--- src/rtl/mmio_pkg.sv ---
// Shared definitions for the MMIO mapper: FSM state encoding, error kinds,
// error read data, a clog2 helper and the standard SoC address map.
package mmio_pkg;

    typedef enum logic [2:0] {
        ST_IDLE   = 3'd0,
        ST_DECODE = 3'd1,
        ST_ISSUE  = 3'd2,
        ST_GUARD  = 3'd3,
        ST_WAIT   = 3'd4
    } state_t;

    localparam logic [31:0] MMIO_ERR_DATA = 32'hDEAD_BEEF;

    localparam logic ERR_KIND_UNMAPPED = 1'b0;
    localparam logic ERR_KIND_TIMEOUT  = 1'b1;

    localparam logic [31:0] MAP_BOOTM_BASE = 32'hF000_0000;
    localparam logic [31:0] MAP_BOOTM_MASK = 32'hF000_0000;
    localparam logic [31:0] MAP_DISTM_BASE = 32'h1000_0000;
    localparam logic [31:0] MAP_DISTM_MASK = 32'hF000_0000;
    localparam logic [31:0] MAP_GPIO_BASE  = 32'h9200_0000;
    localparam logic [31:0] MAP_GPIO_MASK  = 32'hFF00_0000;
    localparam logic [31:0] MAP_UART_BASE  = 32'h9300_0000;
    localparam logic [31:0] MAP_UART_MASK  = 32'hFF00_0000;

    // Smallest r with 2**r >= value; bounded so the shift never reaches the sign bit.
    function automatic int clog2(input int value);
        int result;
        result = 0;
        for (int i = 0; i < 31; i++) begin
            if ((1 << i) < value) begin
                result = i + 1;
            end
        end
        return result;
    endfunction

endpackage

--- src/rtl/mmio_addr_match.sv ---
// Combinational base/mask matcher over NSLV slaves; the lowest matching index wins.
module mmio_addr_match #(
    parameter int              NSLV = 8,
    parameter int              AW   = 32,
    parameter int              SW   = 3,
    parameter logic [NSLV*AW-1:0] BASE = '0,
    parameter logic [NSLV*AW-1:0] MASK = '0
) (
    input  logic [AW-1:0] a,
    output logic [SW-1:0] sel,
    output logic          hit
);

    logic [NSLV-1:0] match;

    genvar gi;
    generate
        for (gi = 0; gi < NSLV; gi++) begin : g_match
            localparam logic [AW-1:0] BASE_I = BASE[gi*AW +: AW];
            localparam logic [AW-1:0] MASK_I = MASK[gi*AW +: AW];
            assign match[gi] = ((a & MASK_I) == (BASE_I & MASK_I));
        end
    endgenerate

    // Scan downwards so the lowest matching index is the last one written.
    always_comb begin
        sel = '0;
        hit = 1'b0;
        for (int i = NSLV - 1; i >= 0; i--) begin
            if (match[i]) begin
                sel = SW'(i);
                hit = 1'b1;
            end
        end
    end

endmodule

--- src/rtl/mmio_mapper.sv ---
// MMIO decoder/multiplexer with per-slave base/mask table, per-transaction timeout
// and bus-error reporting. Optional error log + irq when MMIO_MAPPER_ERRLOG_EN is defined.
module mmio_mapper
    import mmio_pkg::*;
#(
    parameter int                 NSLV     = 8,
    parameter int                 AW       = 32,
    parameter int                 DW       = 32,
    parameter logic [NSLV*AW-1:0] BASE     = '0,
    parameter logic [NSLV*AW-1:0] MASK     = '0,
    parameter int                 TIMEOUT  = 255,
    parameter logic [31:0]        ERR_DATA = MMIO_ERR_DATA
) (
    input  logic               clk,
    input  logic               rst,
    input  logic [AW-1:0]      a,
    input  logic [DW-1:0]      d,
    input  logic               we,
    input  logic               rd,
    output logic [DW-1:0]      spo,
    output logic               ready,
    output logic               err,
`ifdef MMIO_MAPPER_ERRLOG_EN
    output logic               irq,
    input  logic               irq_clr,
    output logic [AW-1:0]      elog_a,
    output logic               elog_kind,
`endif
    output logic [NSLV*AW-1:0] s_a,
    output logic [NSLV*DW-1:0] s_d,
    output logic [NSLV-1:0]    s_we,
    output logic [NSLV-1:0]    s_rd,
    input  logic [NSLV*DW-1:0] s_spo,
    input  logic [NSLV-1:0]    s_ready
);

    localparam int SW = (NSLV > 1) ? clog2(NSLV) : 1;
    localparam int CW = clog2(TIMEOUT + 1);
    localparam logic [DW-1:0] ERR_W = DW'(ERR_DATA);

    state_t          state_reg, state_next;
    logic [AW-1:0]   a_reg;
    logic [DW-1:0]   d_reg;
    logic            we_reg, rd_reg;
    logic [SW-1:0]   sel_reg;
    logic            hit_reg;
    logic [CW-1:0]   cnt_reg;
    logic [DW-1:0]   spo_reg;
    logic            err_reg;

    logic [SW-1:0]   match_sel;
    logic            match_hit;
    logic            req;
    logic            slave_ready;
    logic [DW-1:0]   slave_spo;
    logic            timeout_hit;

    mmio_addr_match #(
        .NSLV (NSLV),
        .AW   (AW),
        .SW   (SW),
        .BASE (BASE),
        .MASK (MASK)
    ) u_match (
        .a   (a_reg),
        .sel (match_sel),
        .hit (match_hit)
    );

    assign req         = we | rd;
    assign ready       = (state_reg == ST_IDLE) & ~req;
    assign spo         = spo_reg;
    assign err         = err_reg;
    assign slave_ready = s_ready[sel_reg];
    assign slave_spo   = s_spo[sel_reg*DW +: DW];
    assign timeout_hit = (cnt_reg == CW'(TIMEOUT - 1));

    genvar gi;
    generate
        for (gi = 0; gi < NSLV; gi++) begin : g_bcast
            assign s_a[gi*AW +: AW] = a_reg;
            assign s_d[gi*DW +: DW] = d_reg;
        end
    endgenerate

    // Strobes are masked during reset so an aborted ISSUE never reaches a slave.
    always_comb begin
        s_we = '0;
        s_rd = '0;
        if ((state_reg == ST_ISSUE) && hit_reg && !rst) begin
            s_we[sel_reg] = we_reg;
            s_rd[sel_reg] = rd_reg;
        end
    end

    always_ff @(posedge clk) begin
        if (rst) begin
            state_reg <= ST_IDLE;
        end else begin
            state_reg <= state_next;
        end
    end

    always_comb begin
        state_next = state_reg;
        unique case (state_reg)
            ST_IDLE:   if (req) state_next = ST_DECODE;
            ST_DECODE: state_next = match_hit ? ST_ISSUE : ST_IDLE;
            ST_ISSUE:  state_next = ST_GUARD;
            ST_GUARD:  state_next = ST_WAIT;
            ST_WAIT:   if (slave_ready || timeout_hit) state_next = ST_IDLE;
            default:   state_next = ST_IDLE;
        endcase
    end

    always_ff @(posedge clk) begin
        if (rst) begin
            a_reg   <= '0;
            d_reg   <= '0;
            we_reg  <= 1'b0;
            rd_reg  <= 1'b0;
            sel_reg <= '0;
            hit_reg <= 1'b0;
            cnt_reg <= '0;
            spo_reg <= '0;
            err_reg <= 1'b0;
        end else begin
            unique case (state_reg)
                ST_IDLE: begin
                    if (req) begin
                        a_reg  <= a;
                        d_reg  <= d;
                        we_reg <= we;
                        rd_reg <= rd & ~we;
                    end
                end
                ST_DECODE: begin
                    sel_reg <= match_sel;
                    hit_reg <= match_hit;
                    if (!match_hit) begin
                        spo_reg <= ERR_W;
                        err_reg <= 1'b1;
                    end
                end
                ST_GUARD: cnt_reg <= '0;
                ST_WAIT: begin
                    if (slave_ready) begin
                        spo_reg <= slave_spo;
                        err_reg <= 1'b0;
                    end else if (timeout_hit) begin
                        spo_reg <= ERR_W;
                        err_reg <= 1'b1;
                    end else begin
                        cnt_reg <= cnt_reg + CW'(1);
                    end
                end
                default: ;
            endcase
        end
    end

`ifdef MMIO_MAPPER_ERRLOG_EN
    logic          err_event;
    logic          err_kind;
    logic          irq_reg;
    logic [AW-1:0] elog_a_reg;
    logic          elog_kind_reg;

    assign err_event = ((state_reg == ST_DECODE) && !match_hit) ||
                       ((state_reg == ST_WAIT) && !slave_ready && timeout_hit);
    assign err_kind  = (state_reg == ST_WAIT) ? ERR_KIND_TIMEOUT : ERR_KIND_UNMAPPED;

    // A fresh error outranks a simultaneous clear.
    always_ff @(posedge clk) begin
        if (rst) begin
            irq_reg       <= 1'b0;
            elog_a_reg    <= '0;
            elog_kind_reg <= 1'b0;
        end else if (err_event) begin
            irq_reg       <= 1'b1;
            elog_a_reg    <= a_reg;
            elog_kind_reg <= err_kind;
        end else if (irq_clr) begin
            irq_reg <= 1'b0;
        end
    end

    assign irq       = irq_reg;
    assign elog_a    = elog_a_reg;
    assign elog_kind = elog_kind_reg;
`endif

endmodule

--- config.mk ---
export PLATFORM = sky130hd
export DESIGN_NAME = mmio_mapper
export DESIGN_NICKNAME = d
export VERILOG_FILES = /design/src/rtl/mmio_pkg.sv /design/src/rtl/mmio_addr_match.sv /design/src/rtl/mmio_mapper.sv
export SDC_FILE = /design/constraint.sdc
export NUM_CORES = 1
export LEC_CHECK = 0
export ABC_AREA = 1
export CAP_MARGIN = 20
export CORE_AREA = 2 2 348 350
export DETAILED_ROUTE_END_ITERATION = 12
export DIE_AREA = 0 0 350 352
export GPL_TIMING_DRIVEN = 0
export PLACE_DENSITY = 0.37
export SKIP_CTS_REPAIR_TIMING = 1
export SYNTH_ARGS = -nofsm -noshare
export SYNTH_HDL_FRONTEND = slang
export SYNTH_SLANG_ARGS = --single-unit
--- constraint.sdc ---
create_clock -name clk -period 4.05 [get_ports clk]
set_input_delay 0.6075 -clock clk [delete_from_list [all_inputs] [get_ports clk]]
set_output_delay 0.6075 -clock clk [all_outputs]
set_load 0.01 [all_outputs]
==> Implementation_results.wiki <==
{| class="wikitable"
! Metric !! Value
|-
| Worst Setup End Kind || output pin
|-
| Min cycle time layout || between 2 and 3 ns
|-
| Leading cell types by count after synthesis || sky130_fd_sc_hd__buf_4 (470), sky130_fd_sc_hd__nand2_1 (164), sky130_fd_sc_hd__dfxtp_1 (111)
|-
| Startpoint of the worst setup timing path || we
|-
| Depth of the most critical reg-to-reg path || 6
|-
| Total routing usage reported by global routing || approximately 7%
|-
| Sink count of the clock tree || approximately 110
|-
| Fraction of synthesis flops using an asynchronous set or reset pin || 0%
|-
| TritonCTS Buffers || 9
|-
| Primary FF master, synth || sky130_fd_sc_hd__dfxtp_1
|-
| DRT Pass-1 Iters || 4
|-
| Setup TNS after final layout || 0 ns
|-
| Clk Latency, worst-skew pair || 0.43 ns
|-
| Sequential element share of the synthesized area || 28.96%
|-
| Start-to-end type of the worst setup path || in2out
|-
| Setup repair after global routing missed its margin || no
|-
| Number of fill cells in the layout || between 10000 and 15000
|-
| Synth Cell Area || 7674 µm²
|-
| Number of levels in the clock H-tree || 3
|-
| Die width || ~350 µm
|-
| Count of standard-cell rows || between 100 and 150
|-
| Largest net degree at the start of global routing || 23
|-
| Initial antenna violation count || 3
|-
| Kind of cell with the highest combined delay on the critical path || buffers and inverters
|-
| Num ports || approximately 890
|-
| Cell type with the highest occurrence count on the critical path || sky130_fd_sc_hd__clkdlybuf4s50_1
|-
| Worst Hold Path Cells || 2
|-
| Yosys warning total || 0
|-
| Clock tree from TritonCTS || built
|-
| Status || completed
|-
| Multi-input gate area || about 1800 µm²
|-
| Count of buffering cells on the critical path with inverters included || 2
|-
| Number of synthesized flops with an enable pin || 0
|-
| Final HPWL DP || approximately 37000 µm
|-
| Final nets || about 2000
|-
| Highest clock frequency the design can meet || 0.3698 GHz
|-
| Met3 wirelength from detailed routing || about 4000 µm
|-
| Cell Chain, Critical Path || clkdlybuf4s50_1, or2_1, nor2_1, clkdlybuf4s50_1
|-
| Clock Skew || 0.02843 ns
|-
| Area of the placeable core || around 120000 µm²
|-
| Die Outline Area || about 120000 µm²
|-
| Register-to-register setup slack || approximately 2.2 ns
|-
| Port-buffer cells || roughly 650
|-
| Maximum fanout along the worst path || 2
|-
| Flip-flop and latch count after synthesis || roughly 110
|-
| Cell type with the highest aggregate area in the netlist || sky130_fd_sc_hd__buf_4
|-
| Wire length reported by the detailed router || approximately 44000 µm
|-
| Power per cell area || slightly below 300 nW/µm²
|-
| Tcrit/Tclk final || around 67%
|-
| Via count || 7896
|-
| Vias in the first global route || 7555
|-
| Total length of routed met2 wires || between 20000 and 25000 µm
|-
| Actual slew at the worst max-slew pin || 0.9308 ns
|-
| Kind of launch point of the worst setup path || input pin
|-
| Crit path depth || 4
|-
| Max-Cap Viols || 0
|-
| Clock Path Buffers || 2
|-
| Final setup violating endpoints || 0
|-
| Leakage || ~6.6 nW
|-
| Met1 Routed Length || roughly 18000 µm
|-
| Global placement routability congestion || around 0.7
|-
| Design Area, Final || roughly 17000 µm²
|-
| Launch point of the worst hold path || err
|-
| Library cell with the highest instance count after synthesis || sky130_fd_sc_hd__buf_4
|-
| Global-route wire length before repair || slightly below 60000 µm
|-
| Highest metal layer with signal wires || met5
|-
| Die extent in y || roughly 350 µm
|-
| Relative area change from synthesis to final layout || 115.9%
|-
| DRC violations left || 0
|-
| Post-route antenna net violation count || 0
|-
| Leading cell types by total area after synthesis || sky130_fd_sc_hd__buf_4 (46%), sky130_fd_sc_hd__dfxtp_1 (29%), sky130_fd_sc_hd__nand2_1 (8.0%)
|-
| Path class of the lowest-slack min-delay path || reg2reg
|-
| Root buffer selected by CTS || sky130_fd_sc_hd__clkbuf_16
|-
| Wire per inst || between 10 and 15 µm
|-
| Via-per-instance ratio || roughly 2.4
|-
| Relative slew slack || between 30% and 40%
|-
| Data arrival time at the worst-slack endpoint || ~2.1 ns
|-
| Fraction of final layout cells with drive strength greater than 1 || 30.45%
|-
| CTS clk-pin slew, worst paths || about 0.10 ns
|-
| Number of instances in the synthesized netlist || roughly 1000
|-
| Area of all sequential standard cells || 2222 µm²
|-
| Critical Path Slowest Stage Cell || sky130_fd_sc_hd__clkdlybuf4s50_1
|-
| Top-area cell type share of the netlist area || a little under half
|-
| Final count of pins violating max slew || 0
|-
| Post-Synthesis Mean Instance Area || approximately 7.6 µm²
|-
| Critical Path Max Stage Delay || around 0.62 ns
|-
| Unique masters post-synth || 26
|-
| FF-to-FF End || d_reg[18]
|-
| Number of DRC markers in iteration 0 || approximately 180
|-
| Number of hold violations in the final report || 0
|-
| Worst Hold Margin || between 0.4 and 0.5 ns
|-
| Initial core utilization || around 6.4%
|-
| Hold Path End || err
|-
| Final global-route overflow total || 0
|-
| Post-DP Area || about 16000 µm²
|-
| Origin of the critical flop-to-flop path || state_reg[2]
|-
| Worst EP required || 3.44 ns
|-
| Worst vdd rail ir drop || 0.0001916 V
|}
==> worst max-delay path by stage <==
stage / endpoint / slack, ns
floorplan: s_rd[0] / 2.29
global placement: d_reg[3] / 0.90
detailed placement: s_we[0] / 1.28
CTS: s_d[245] / 1.19
global route: s_d[245] / 1.18
finish: ready / 1.35
==> cells in the final DEF, fill, tap and decap left out, types with 2 or more instances in the layout <==
| cell | count |
|---|---|
| sky130_fd_sc_hd__nand3_1 | 23 |
| sky130_fd_sc_hd__nor2_1 | 44 |
| sky130_fd_sc_hd__conb_1 | 14 |
| sky130_fd_sc_hd__clkbuf_1 | 13 |
| sky130_fd_sc_hd__nor2_2 | 2 |
| sky130_fd_sc_hd__diode_2 | 6 |
| sky130_fd_sc_hd__buf_6 | 3 |
| sky130_fd_sc_hd__a21oi_1 | 104 |
| sky130_fd_sc_hd__buf_4 | 470 |
| sky130_fd_sc_hd__clkbuf_16 | 9 |
| sky130_fd_sc_hd__inv_2 | 3 |
| sky130_fd_sc_hd__dfxtp_1 | 111 |
| sky130_fd_sc_hd__nand2_1 | 164 |
| sky130_fd_sc_hd__clkdlybuf4s50_1 | 646 |
| sky130_fd_sc_hd__ha_1 | 2 |
| sky130_fd_sc_hd__inv_8 | 3 |
| sky130_fd_sc_hd__inv_1 | 20 |
| sky130_fd_sc_hd__o21ai_0 | 27 |
| sky130_fd_sc_hd__nand2_2 | 5 |
| sky130_fd_sc_hd__buf_2 | 9 |
==> through the flow <==
step | setup WS (ns) | util, % | total power, W | instances
floorplan | 2.291 | - | 0.002423 | 1024
global placement | 0.9018 | 13.58 | 0.003854 | 3282
detailed placement | 1.279 | 13.62 | 0.003848 | 3284
CTS | 1.188 | 13.87 | 0.005011 | 3300
global route | 1.184 | 13.87 | 0.005145 | 3300
finish | 1.346 | 13.88 | 0.004826 | 3306
==> report_power, final <==
group | switching [W] | internal [W]
registers | 0.000231 | 0.00117
clock network | 0.000627 | 0.000449
logic | 0.000843 | 0.00150
==> cells by family after synthesis <==
kind of cell | synth area share, %
compound gates | 8.642
buf+inv | 48.83
simple gates | 13.19
flops | 28.96
fa+ha+maj | 0.3261
other cells | 0.04887
==> metal layers <==
metal	global-route usage (%)	up-vias
met5	0	-
met4	1.707	2
met3	2.730	18
met2	12.17	413
met1	7.528	3416
li1	-	4047
==> tightest hold or removal path, delay by kind of cell (launching register included) <==
kind,cells,cell delay [ns]
flops,1,0.32
buf+inv,1,0.05
compound gates,1,0.05
==> cell type report <==
class                      count  share of cell area (%)
antenna                        6                 0.09062
buffer                       496                   22.10
clock buffer                   9                   1.359
clock inverter                 7                  0.4833
inverter                      23                  0.5211
multi-input combinational    394                   10.58
sequential                   111                   13.41
tap                         1612                   12.17
timing repair buffer         648                   39.28
No activity file was read; power rests on OpenSTA's default activity.
